[src/rtl/commit_unit_pkg.sv]
// Shared definitions for the commit stage: widths, FSM states, commit payload.
package commit_unit_pkg;

    localparam int unsigned PRF_NUM_W = 6;
    localparam int unsigned LREG_W    = 5;
    localparam int unsigned XLEN      = 32;
    localparam logic [XLEN-1:0] EXCP_VEC = 32'hBFC0_0380;

    typedef enum logic [1:0] {
        ST_RUN   = 2'd0,
        ST_FLUSH = 2'd1,
        ST_DRAIN = 2'd2
    } commit_state_e;

    typedef struct packed {
        logic [LREG_W-1:0]    lreg;
        logic [PRF_NUM_W-1:0] preg;
        logic [PRF_NUM_W-1:0] old_preg;
    } commit_req_t;

endpackage

[src/rtl/commit_unit_if.sv]
// ROB-head inputs and commit/redirect outputs of the commit stage.
interface commit_unit_if;
    import commit_unit_pkg::*;

    logic                 head_valid_0, head_valid_1;
    logic                 head_done_0, head_done_1;
    logic                 head_wen_0, head_wen_1;
    logic [LREG_W-1:0]    head_lreg_0, head_lreg_1;
    logic [PRF_NUM_W-1:0] head_preg_0, head_preg_1;
    logic [PRF_NUM_W-1:0] head_old_preg_0, head_old_preg_1;
    logic                 head_excp_0, head_excp_1;
    logic                 head_mispred_0, head_mispred_1;
    logic [XLEN-1:0]      head_pc_0, head_pc_1;
    logic [XLEN-1:0]      head_target_0, head_target_1;
    logic                 pause;

    logic                 rob_pop_0, rob_pop_1;
    logic                 commit_valid_0, commit_valid_1;
    logic [LREG_W-1:0]    commit_lreg_0, commit_lreg_1;
    logic [PRF_NUM_W-1:0] commit_preg_0, commit_preg_1;
    logic [PRF_NUM_W-1:0] commit_old_preg_0, commit_old_preg_1;
    logic                 flush, recover, redirect_valid;
    logic [XLEN-1:0]      redirect_pc;
    logic [XLEN-1:0]      commit_count;

    modport master (
        output head_valid_0, head_valid_1, head_done_0, head_done_1,
               head_wen_0, head_wen_1, head_lreg_0, head_lreg_1,
               head_preg_0, head_preg_1, head_old_preg_0, head_old_preg_1,
               head_excp_0, head_excp_1, head_mispred_0, head_mispred_1,
               head_pc_0, head_pc_1, head_target_0, head_target_1, pause,
        input  rob_pop_0, rob_pop_1, commit_valid_0, commit_valid_1,
               commit_lreg_0, commit_lreg_1, commit_preg_0, commit_preg_1,
               commit_old_preg_0, commit_old_preg_1,
               flush, recover, redirect_valid, redirect_pc, commit_count
    );

    modport slave (
        input  head_valid_0, head_valid_1, head_done_0, head_done_1,
               head_wen_0, head_wen_1, head_lreg_0, head_lreg_1,
               head_preg_0, head_preg_1, head_old_preg_0, head_old_preg_1,
               head_excp_0, head_excp_1, head_mispred_0, head_mispred_1,
               head_pc_0, head_pc_1, head_target_0, head_target_1, pause,
        output rob_pop_0, rob_pop_1, commit_valid_0, commit_valid_1,
               commit_lreg_0, commit_lreg_1, commit_preg_0, commit_preg_1,
               commit_old_preg_0, commit_old_preg_1,
               flush, recover, redirect_valid, redirect_pc, commit_count
    );

endinterface

[src/rtl/commit_select.sv]
// Combinational slot eligibility: which ROB head entries retire this cycle.
module commit_select (
    input  logic rst,
    input  logic run,
    input  logic pause,
    input  logic head_valid_0,
    input  logic head_done_0,
    input  logic head_excp_0,
    input  logic head_mispred_0,
    input  logic head_valid_1,
    input  logic head_done_1,
    input  logic head_excp_1,
    input  logic head_mispred_1,
    output logic pop0_c,
    output logic pop1_c,
    output logic excp_c,
    output logic mispred0_c,
    output logic mispred1_c
);

    logic head0_ready;

    // Head is retirable in principle; the exception flag decides commit vs trap.
    assign head0_ready = rst & run & !pause & head_valid_0 & head_done_0;

    assign pop0_c     = head0_ready & !head_excp_0;
    assign excp_c     = head0_ready &  head_excp_0;
    assign mispred0_c = pop0_c & head_mispred_0;

    // Slot1 retires only behind a committed, non-redirecting slot0.
    assign pop1_c     = pop0_c & !head_mispred_0 & head_valid_1 & head_done_1 & !head_excp_1;
    assign mispred1_c = pop1_c & head_mispred_1;

endmodule

[src/rtl/commit_unit.sv]
// Dual-slot in-order commit: retires ROB heads, releases rename mappings, drives recovery.
module commit_unit
    import commit_unit_pkg::*;
(
    input  logic         clk,
    input  logic         rst,
    commit_unit_if.slave cif
);

    commit_state_e   state_q, state_d;
    logic            cv0_q, cv0_d, cv1_q, cv1_d;
    commit_req_t     req0_q, req0_d, req1_q, req1_d;
    logic            flush_q, flush_d;
    logic [XLEN-1:0] redirect_pc_q, redirect_pc_d;
    logic [XLEN-1:0] count_q, count_d;

    logic pop0, pop1, excp, mispred0, mispred1;
    logic unused_pc_c;

    assign unused_pc_c = ^{cif.head_pc_0, cif.head_pc_1};

    commit_select u_select (
        .rst            (rst),
        .run            (state_q == ST_RUN),
        .pause          (cif.pause),
        .head_valid_0   (cif.head_valid_0),
        .head_done_0    (cif.head_done_0),
        .head_excp_0    (cif.head_excp_0),
        .head_mispred_0 (cif.head_mispred_0),
        .head_valid_1   (cif.head_valid_1),
        .head_done_1    (cif.head_done_1),
        .head_excp_1    (cif.head_excp_1),
        .head_mispred_1 (cif.head_mispred_1),
        .pop0_c         (pop0),
        .pop1_c         (pop1),
        .excp_c         (excp),
        .mispred0_c     (mispred0),
        .mispred1_c     (mispred1)
    );

    // Next state, commit payload capture, redirect target and retire counter.
    always_comb begin
        state_d       = state_q;
        cv0_d         = pop0 & cif.head_wen_0;
        cv1_d         = pop1 & cif.head_wen_1;
        req0_d        = req0_q;
        req1_d        = req1_q;
        redirect_pc_d = redirect_pc_q;
        count_d       = count_q + 32'(pop0) + 32'(pop1);
        if (pop0) req0_d = '{cif.head_lreg_0, cif.head_preg_0, cif.head_old_preg_0};
        if (pop1) req1_d = '{cif.head_lreg_1, cif.head_preg_1, cif.head_old_preg_1};
        unique case (state_q)
            ST_RUN: begin
                if (excp) begin
                    state_d       = ST_FLUSH;
                    redirect_pc_d = EXCP_VEC;
                end else if (mispred0) begin
                    state_d       = ST_FLUSH;
                    redirect_pc_d = cif.head_target_0;
                end else if (mispred1) begin
                    state_d       = ST_FLUSH;
                    redirect_pc_d = cif.head_target_1;
                end
            end
            ST_FLUSH: state_d = ST_DRAIN;
            ST_DRAIN: if (!cif.head_valid_0) state_d = ST_RUN;
            default:  state_d = ST_RUN;
        endcase
        flush_d = (state_d == ST_FLUSH);
    end

    always_ff @(posedge clk) begin
        if (!rst) begin
            state_q       <= ST_RUN;
            cv0_q         <= 1'b0;
            cv1_q         <= 1'b0;
            req0_q        <= '0;
            req1_q        <= '0;
            flush_q       <= 1'b0;
            redirect_pc_q <= '0;
            count_q       <= '0;
        end else begin
            state_q       <= state_d;
            cv0_q         <= cv0_d;
            cv1_q         <= cv1_d;
            req0_q        <= req0_d;
            req1_q        <= req1_d;
            flush_q       <= flush_d;
            redirect_pc_q <= redirect_pc_d;
            count_q       <= count_d;
        end
    end

    assign cif.rob_pop_0         = pop0;
    assign cif.rob_pop_1         = pop1;
    assign cif.commit_valid_0    = cv0_q;
    assign cif.commit_valid_1    = cv1_q;
    assign cif.commit_lreg_0     = req0_q.lreg;
    assign cif.commit_preg_0     = req0_q.preg;
    assign cif.commit_old_preg_0 = req0_q.old_preg;
    assign cif.commit_lreg_1     = req1_q.lreg;
    assign cif.commit_preg_1     = req1_q.preg;
    assign cif.commit_old_preg_1 = req1_q.old_preg;
    assign cif.flush             = flush_q;
    assign cif.recover           = flush_q;
    assign cif.redirect_valid    = flush_q;
    assign cif.redirect_pc       = redirect_pc_q;
    assign cif.commit_count      = count_q;

endmodule

[src/flat_wrapper.sv]
// flat-port wrapper written by rule: the top's interface ports become plain ports
module commit_unit_flat import commit_unit_pkg::*;
  (clk, rst, cif_head_valid_0, cif_head_valid_1, cif_head_done_0, cif_head_done_1, cif_head_wen_0, cif_head_wen_1, cif_head_lreg_0, cif_head_lreg_1, cif_head_preg_0, cif_head_preg_1, cif_head_old_preg_0, cif_head_old_preg_1, cif_head_excp_0, cif_head_excp_1, cif_head_mispred_0, cif_head_mispred_1, cif_head_pc_0, cif_head_pc_1, cif_head_target_0, cif_head_target_1, cif_pause, cif_rob_pop_0, cif_rob_pop_1, cif_commit_valid_0, cif_commit_valid_1, cif_commit_lreg_0, cif_commit_lreg_1, cif_commit_preg_0, cif_commit_preg_1, cif_commit_old_preg_0, cif_commit_old_preg_1, cif_flush, cif_recover, cif_redirect_valid, cif_redirect_pc, cif_commit_count);
  commit_unit_if cif_i ();
  input  logic clk;
  input  logic rst;
  input wire logic [$bits(cif_i.head_valid_0)-1:0] cif_head_valid_0;
  input wire logic [$bits(cif_i.head_valid_1)-1:0] cif_head_valid_1;
  input wire logic [$bits(cif_i.head_done_0)-1:0] cif_head_done_0;
  input wire logic [$bits(cif_i.head_done_1)-1:0] cif_head_done_1;
  input wire logic [$bits(cif_i.head_wen_0)-1:0] cif_head_wen_0;
  input wire logic [$bits(cif_i.head_wen_1)-1:0] cif_head_wen_1;
  input wire logic [$bits(cif_i.head_lreg_0)-1:0] cif_head_lreg_0;
  input wire logic [$bits(cif_i.head_lreg_1)-1:0] cif_head_lreg_1;
  input wire logic [$bits(cif_i.head_preg_0)-1:0] cif_head_preg_0;
  input wire logic [$bits(cif_i.head_preg_1)-1:0] cif_head_preg_1;
  input wire logic [$bits(cif_i.head_old_preg_0)-1:0] cif_head_old_preg_0;
  input wire logic [$bits(cif_i.head_old_preg_1)-1:0] cif_head_old_preg_1;
  input wire logic [$bits(cif_i.head_excp_0)-1:0] cif_head_excp_0;
  input wire logic [$bits(cif_i.head_excp_1)-1:0] cif_head_excp_1;
  input wire logic [$bits(cif_i.head_mispred_0)-1:0] cif_head_mispred_0;
  input wire logic [$bits(cif_i.head_mispred_1)-1:0] cif_head_mispred_1;
  input wire logic [$bits(cif_i.head_pc_0)-1:0] cif_head_pc_0;
  input wire logic [$bits(cif_i.head_pc_1)-1:0] cif_head_pc_1;
  input wire logic [$bits(cif_i.head_target_0)-1:0] cif_head_target_0;
  input wire logic [$bits(cif_i.head_target_1)-1:0] cif_head_target_1;
  input wire logic [$bits(cif_i.pause)-1:0] cif_pause;
  output wire logic [$bits(cif_i.rob_pop_0)-1:0] cif_rob_pop_0;
  output wire logic [$bits(cif_i.rob_pop_1)-1:0] cif_rob_pop_1;
  output wire logic [$bits(cif_i.commit_valid_0)-1:0] cif_commit_valid_0;
  output wire logic [$bits(cif_i.commit_valid_1)-1:0] cif_commit_valid_1;
  output wire logic [$bits(cif_i.commit_lreg_0)-1:0] cif_commit_lreg_0;
  output wire logic [$bits(cif_i.commit_lreg_1)-1:0] cif_commit_lreg_1;
  output wire logic [$bits(cif_i.commit_preg_0)-1:0] cif_commit_preg_0;
  output wire logic [$bits(cif_i.commit_preg_1)-1:0] cif_commit_preg_1;
  output wire logic [$bits(cif_i.commit_old_preg_0)-1:0] cif_commit_old_preg_0;
  output wire logic [$bits(cif_i.commit_old_preg_1)-1:0] cif_commit_old_preg_1;
  output wire logic [$bits(cif_i.flush)-1:0] cif_flush;
  output wire logic [$bits(cif_i.recover)-1:0] cif_recover;
  output wire logic [$bits(cif_i.redirect_valid)-1:0] cif_redirect_valid;
  output wire logic [$bits(cif_i.redirect_pc)-1:0] cif_redirect_pc;
  output wire logic [$bits(cif_i.commit_count)-1:0] cif_commit_count;
  assign cif_i.head_valid_0 = cif_head_valid_0;
  assign cif_i.head_valid_1 = cif_head_valid_1;
  assign cif_i.head_done_0 = cif_head_done_0;
  assign cif_i.head_done_1 = cif_head_done_1;
  assign cif_i.head_wen_0 = cif_head_wen_0;
  assign cif_i.head_wen_1 = cif_head_wen_1;
  assign cif_i.head_lreg_0 = cif_head_lreg_0;
  assign cif_i.head_lreg_1 = cif_head_lreg_1;
  assign cif_i.head_preg_0 = cif_head_preg_0;
  assign cif_i.head_preg_1 = cif_head_preg_1;
  assign cif_i.head_old_preg_0 = cif_head_old_preg_0;
  assign cif_i.head_old_preg_1 = cif_head_old_preg_1;
  assign cif_i.head_excp_0 = cif_head_excp_0;
  assign cif_i.head_excp_1 = cif_head_excp_1;
  assign cif_i.head_mispred_0 = cif_head_mispred_0;
  assign cif_i.head_mispred_1 = cif_head_mispred_1;
  assign cif_i.head_pc_0 = cif_head_pc_0;
  assign cif_i.head_pc_1 = cif_head_pc_1;
  assign cif_i.head_target_0 = cif_head_target_0;
  assign cif_i.head_target_1 = cif_head_target_1;
  assign cif_i.pause = cif_pause;
  assign cif_rob_pop_0 = cif_i.rob_pop_0;
  assign cif_rob_pop_1 = cif_i.rob_pop_1;
  assign cif_commit_valid_0 = cif_i.commit_valid_0;
  assign cif_commit_valid_1 = cif_i.commit_valid_1;
  assign cif_commit_lreg_0 = cif_i.commit_lreg_0;
  assign cif_commit_lreg_1 = cif_i.commit_lreg_1;
  assign cif_commit_preg_0 = cif_i.commit_preg_0;
  assign cif_commit_preg_1 = cif_i.commit_preg_1;
  assign cif_commit_old_preg_0 = cif_i.commit_old_preg_0;
  assign cif_commit_old_preg_1 = cif_i.commit_old_preg_1;
  assign cif_flush = cif_i.flush;
  assign cif_recover = cif_i.recover;
  assign cif_redirect_valid = cif_i.redirect_valid;
  assign cif_redirect_pc = cif_i.redirect_pc;
  assign cif_commit_count = cif_i.commit_count;
  commit_unit u_core (.clk(clk), .rst(rst), .cif(cif_i));
endmodule
[config.mk]
export PLATFORM = sky130hd
export DESIGN_NAME = commit_unit_flat
export DESIGN_NICKNAME = d
export VERILOG_FILES = /design/src/rtl/commit_unit_pkg.sv /design/src/rtl/commit_unit_if.sv /design/src/rtl/commit_select.sv /design/src/rtl/commit_unit.sv /design/src/flat_wrapper.sv
export SDC_FILE = /design/constraint.sdc
export NUM_CORES = 1
export LEC_CHECK = 0
export CELL_PAD_IN_SITES_DETAIL_PLACEMENT = 1
export CELL_PAD_IN_SITES_GLOBAL_PLACEMENT = 2
export CORE_UTILIZATION = 20
export DETAILED_ROUTE_END_ITERATION = 10
export PLACE_DENSITY_LB_ADDON = 0.1
export SYNTH_ARGS = -nofsm -noshare
export SYNTH_HDL_FRONTEND = slang
export SYNTH_HIERARCHICAL = 1
export SYNTH_SLANG_ARGS = --single-unit
export TNS_END_PERCENT = 50
[constraint.sdc]
create_clock -name clk -period 4.8 [get_ports clk]
set_input_delay 0.96 -clock clk [delete_from_list [all_inputs] [get_ports clk]]
set_output_delay 0.96 -clock clk [all_outputs]
set_load 0.03 [all_outputs]
==> impl_metrics.ini <==
[clocking]
clock_sinks = 103
tritoncts = yes
cts-resized-gates = 0
clk_pin_slew_ps = 70
postCtsSetupBuffers = 0
clock_latency_ps = 350
htree_levels = 3
ctsHoldBuffers = 0
clockRootBuffer = clkbuf_16
clockBufferDepth = 2
numCtsBuffers = 9

[power_and_ir_drop]
p_leak_nw = 2.300
power_frac_clock_pct = 40.3
p_sw_share_pct = 24.47
p_seq_share_pct = 49.1
power.density_nw_per_um2 = 246.4
internal_power_mw = 1.335
pwr-share-comb_pct = 10.6
irDropWorstVdd_mv = 0.1298
power_switching_mw = 0.4326

[yosys]
synth_fp_nets = 668
yosys_warnings = 6
syn_inst = 491
syn_area_um2 = 4446
syn_avg_cell_area_um2 = 9.054
synth-main-ff-cell = dfxtp_1
async_reset_ff_share_pct = 0
ys_types = 43
ys_ff_latch = 103
ys_seq_area_share_pct = 46.38
synth_edf_count = 0

[sta]
slew-limit-headroom_pct = 21.91
max_freq_mhz = 242.8
hold-worst-slack_ps = 457.8
skew_ps = 11.20
finalCritPeriodShare_pct = 85.81
finalHoldViolCount = 0
setup_viol_count_final = 0
drv_slew = 0
rsz0062_at_grt = false
fin_crit_ps = 4119
setup-tns-final_ps = 0
worstMarginPinSlew_ps = 1168

[grt]
grt_max_degree = 65
overflow = 0
grt.total_usage_pct = 13.70
grt_pass1_wl_mm = 23.85
grt_pass1_vias = 4469
antenna_found_initial = 0

[routing]
vias = 4323
ant_nets = 0
via_per_inst = 4.443
drcViolationCount = 0
wl_per_cell_um = 16.12
drt_iter0_drc = 86
first_pass_iters = 4
wirelength_mm = 15.68

[worst_setup_path]
crit_fanout = 19
worstPathRequired_ps = 3840
startpoint_type = input pin
end_kind = primary output
crit_type = input pin to primary output
crit_arrival_ps = 3160

[run_status]
status = finished clean

[floorplanning]
rows = 54
initial_core_util_pct = 20.37
ios = 280
dieHeight_um = 151.1
die_x_um = 151.1
dieArea_um2 = 22830
coreArea_um2 = 21820

[placed_design]
dp_hpwl_mm = 11.54
io_buffers = 215
gp_congestion = 0.7164

[run]
drv_cap = 0

[final_layout]
drive_above_1_share_pct = 5.195
post-route-util_pct = 32.87
nNetsFinal = 865
diodes = 0
fillers = 2516
syn_to_final_growth_pct = 61.38

[min_path]
hold_class = flip-flop to flip-flop
[cell usage in the layout, fill, tap and decap left out, types with 10 or more instances in the layout]
cell type / synthesis / layout
a21oi_1: 37 / 37
nor3_1: 15 / 13
nand4_1: 11 / 11
nand2_1: 30 / 30
dfxtp_1: 103 / 103
nor2b_1: 12 / 12
or3_1: 23 / 23
or4_1: 13 / 13
clkdlybuf4s50_1: 0 / 215
mux2i_1: 56 / 56
a2111oi_0: 12 / 12
o31ai_1: 14 / 13
inv_1: 10 / 10
nor2_1: 63 / 62
[registers in the layout (all words and copies together), names as in the netlist, 2 cells and up]
| name | flops |
|---|---|
| u_core/cif.commit_lreg_0 | 5 |
| u_core/state_q | 2 |
| u_core/cif.commit_preg_1 | 6 |
| u_core/cif.commit_old_preg_0 | 6 |
| u_core/cif.commit_old_preg_1 | 6 |
| u_core/cif.redirect_pc | 32 |
| u_core/cif.commit_lreg_1 | 5 |
| u_core/cif.commit_count | 32 |
| u_core/cif.commit_preg_0 | 6 |
[stage by stage]
step,instances,setup slack (ps),power [mW],cell area (um2)
after floorplan,491,47.24,0.9502,4451
after global placement,957,496.7,1.075,6894
after detailed placement,957,421.1,1.078,6894
after CTS,973,675.2,1.812,7174
after global routing,973,567.2,1.849,7174
final,973,681.3,1.768,7174
[Yosys cell counts (all sizes together), types with 8 or more instances]
cell type | count | area [um2]
nor3 | 15 | 75.07
nor2b | 12 | 75.07
a21oi | 37 | 185.2
nand3 | 8 | 40.04
inv | 11 | 41.29
clkbuf | 22 | 82.58
a2111oi | 12 | 105.1
nand2 | 30 | 112.6
nand4 | 12 | 81.33
nor2 | 63 | 236.5
or3 | 23 | 143.9
or4 | 13 | 97.59
buf | 16 | 77.57
o31ai | 14 | 105.1
dfxtp | 103 | 2062
xor2 | 9 | 78.83
mux2i | 56 | 560.5
[area by class of cell]
class	instances	area, um2	share of cell area, %
repair buffers	224	2220	30.94
clock buffers	10	229.0	3.191
inverters	11	42.54	0.5930
multi-input cells	339	2220	30.94
clock inverters	6	51.30	0.7150
flip-flops and latches	103	2062	28.74
well taps	280	350.3	4.883
[logic make-up after synthesis]
group           after synthesis  synth area share, %
xor+xnor                     11                2.167
compound gates               69                9.879
buf+inv                      49                4.531
mux                          56                12.61
fa+ha+maj                     2               0.7317
flops                       103                46.38
simple gates                201                23.70
[critical path: stages]
cell and delay (ps):
clkdlybuf4s50_1 490, nand4_1 330, nor3_4 290, buf_4 350
clkdlybuf4s50_1 740
[final timing paths]
path | startpoint | end | slack [ps] | cells past startpoint
hold / removal | u_core/cif.redirect_pc[2]$_SDFFE_PN0P_ | u_core/cif.redirect_pc[2]$_SDFFE_PN0P_ | 460 | 2
setup reg to reg | u_core/state_q[0]$_SDFF_PN0_ | u_core/cif.commit_count[26]$_SDFF_PN0_ | 1220 | 11
hold reg to reg | u_core/cif.redirect_pc[2]$_SDFFE_PN0P_ | u_core/cif.redirect_pc[2]$_SDFFE_PN0P_ | 460 | 2
setup / recovery | rst | cif_rob_pop_1 | 680 | 5
[layer usage]
| metal | wire [um] | track usage (%) |
|---|---|---|
| met1 | 6527 | 15.53 |
| met4 | 130 | 3.700 |
| met3 | 1435 | 6.084 |
| met5 | 0 | 0 |
| met2 | 7587 | 23.19 |
[power groups by stage]
stage | combinational, mW | clock [mW] | sequential (mW)
final | 0.187 | 0.713 | 0.868
after global routing | 0.201 | 0.778 | 0.869
after CTS | 0.191 | 0.754 | 0.868
after detailed placement | 0.190 | 0 | 0.888
after global placement | 0.187 | 0 | 0.888
after floorplan | 0.0453 | 0 | 0.905
Power figures use the tool's default switching activity.
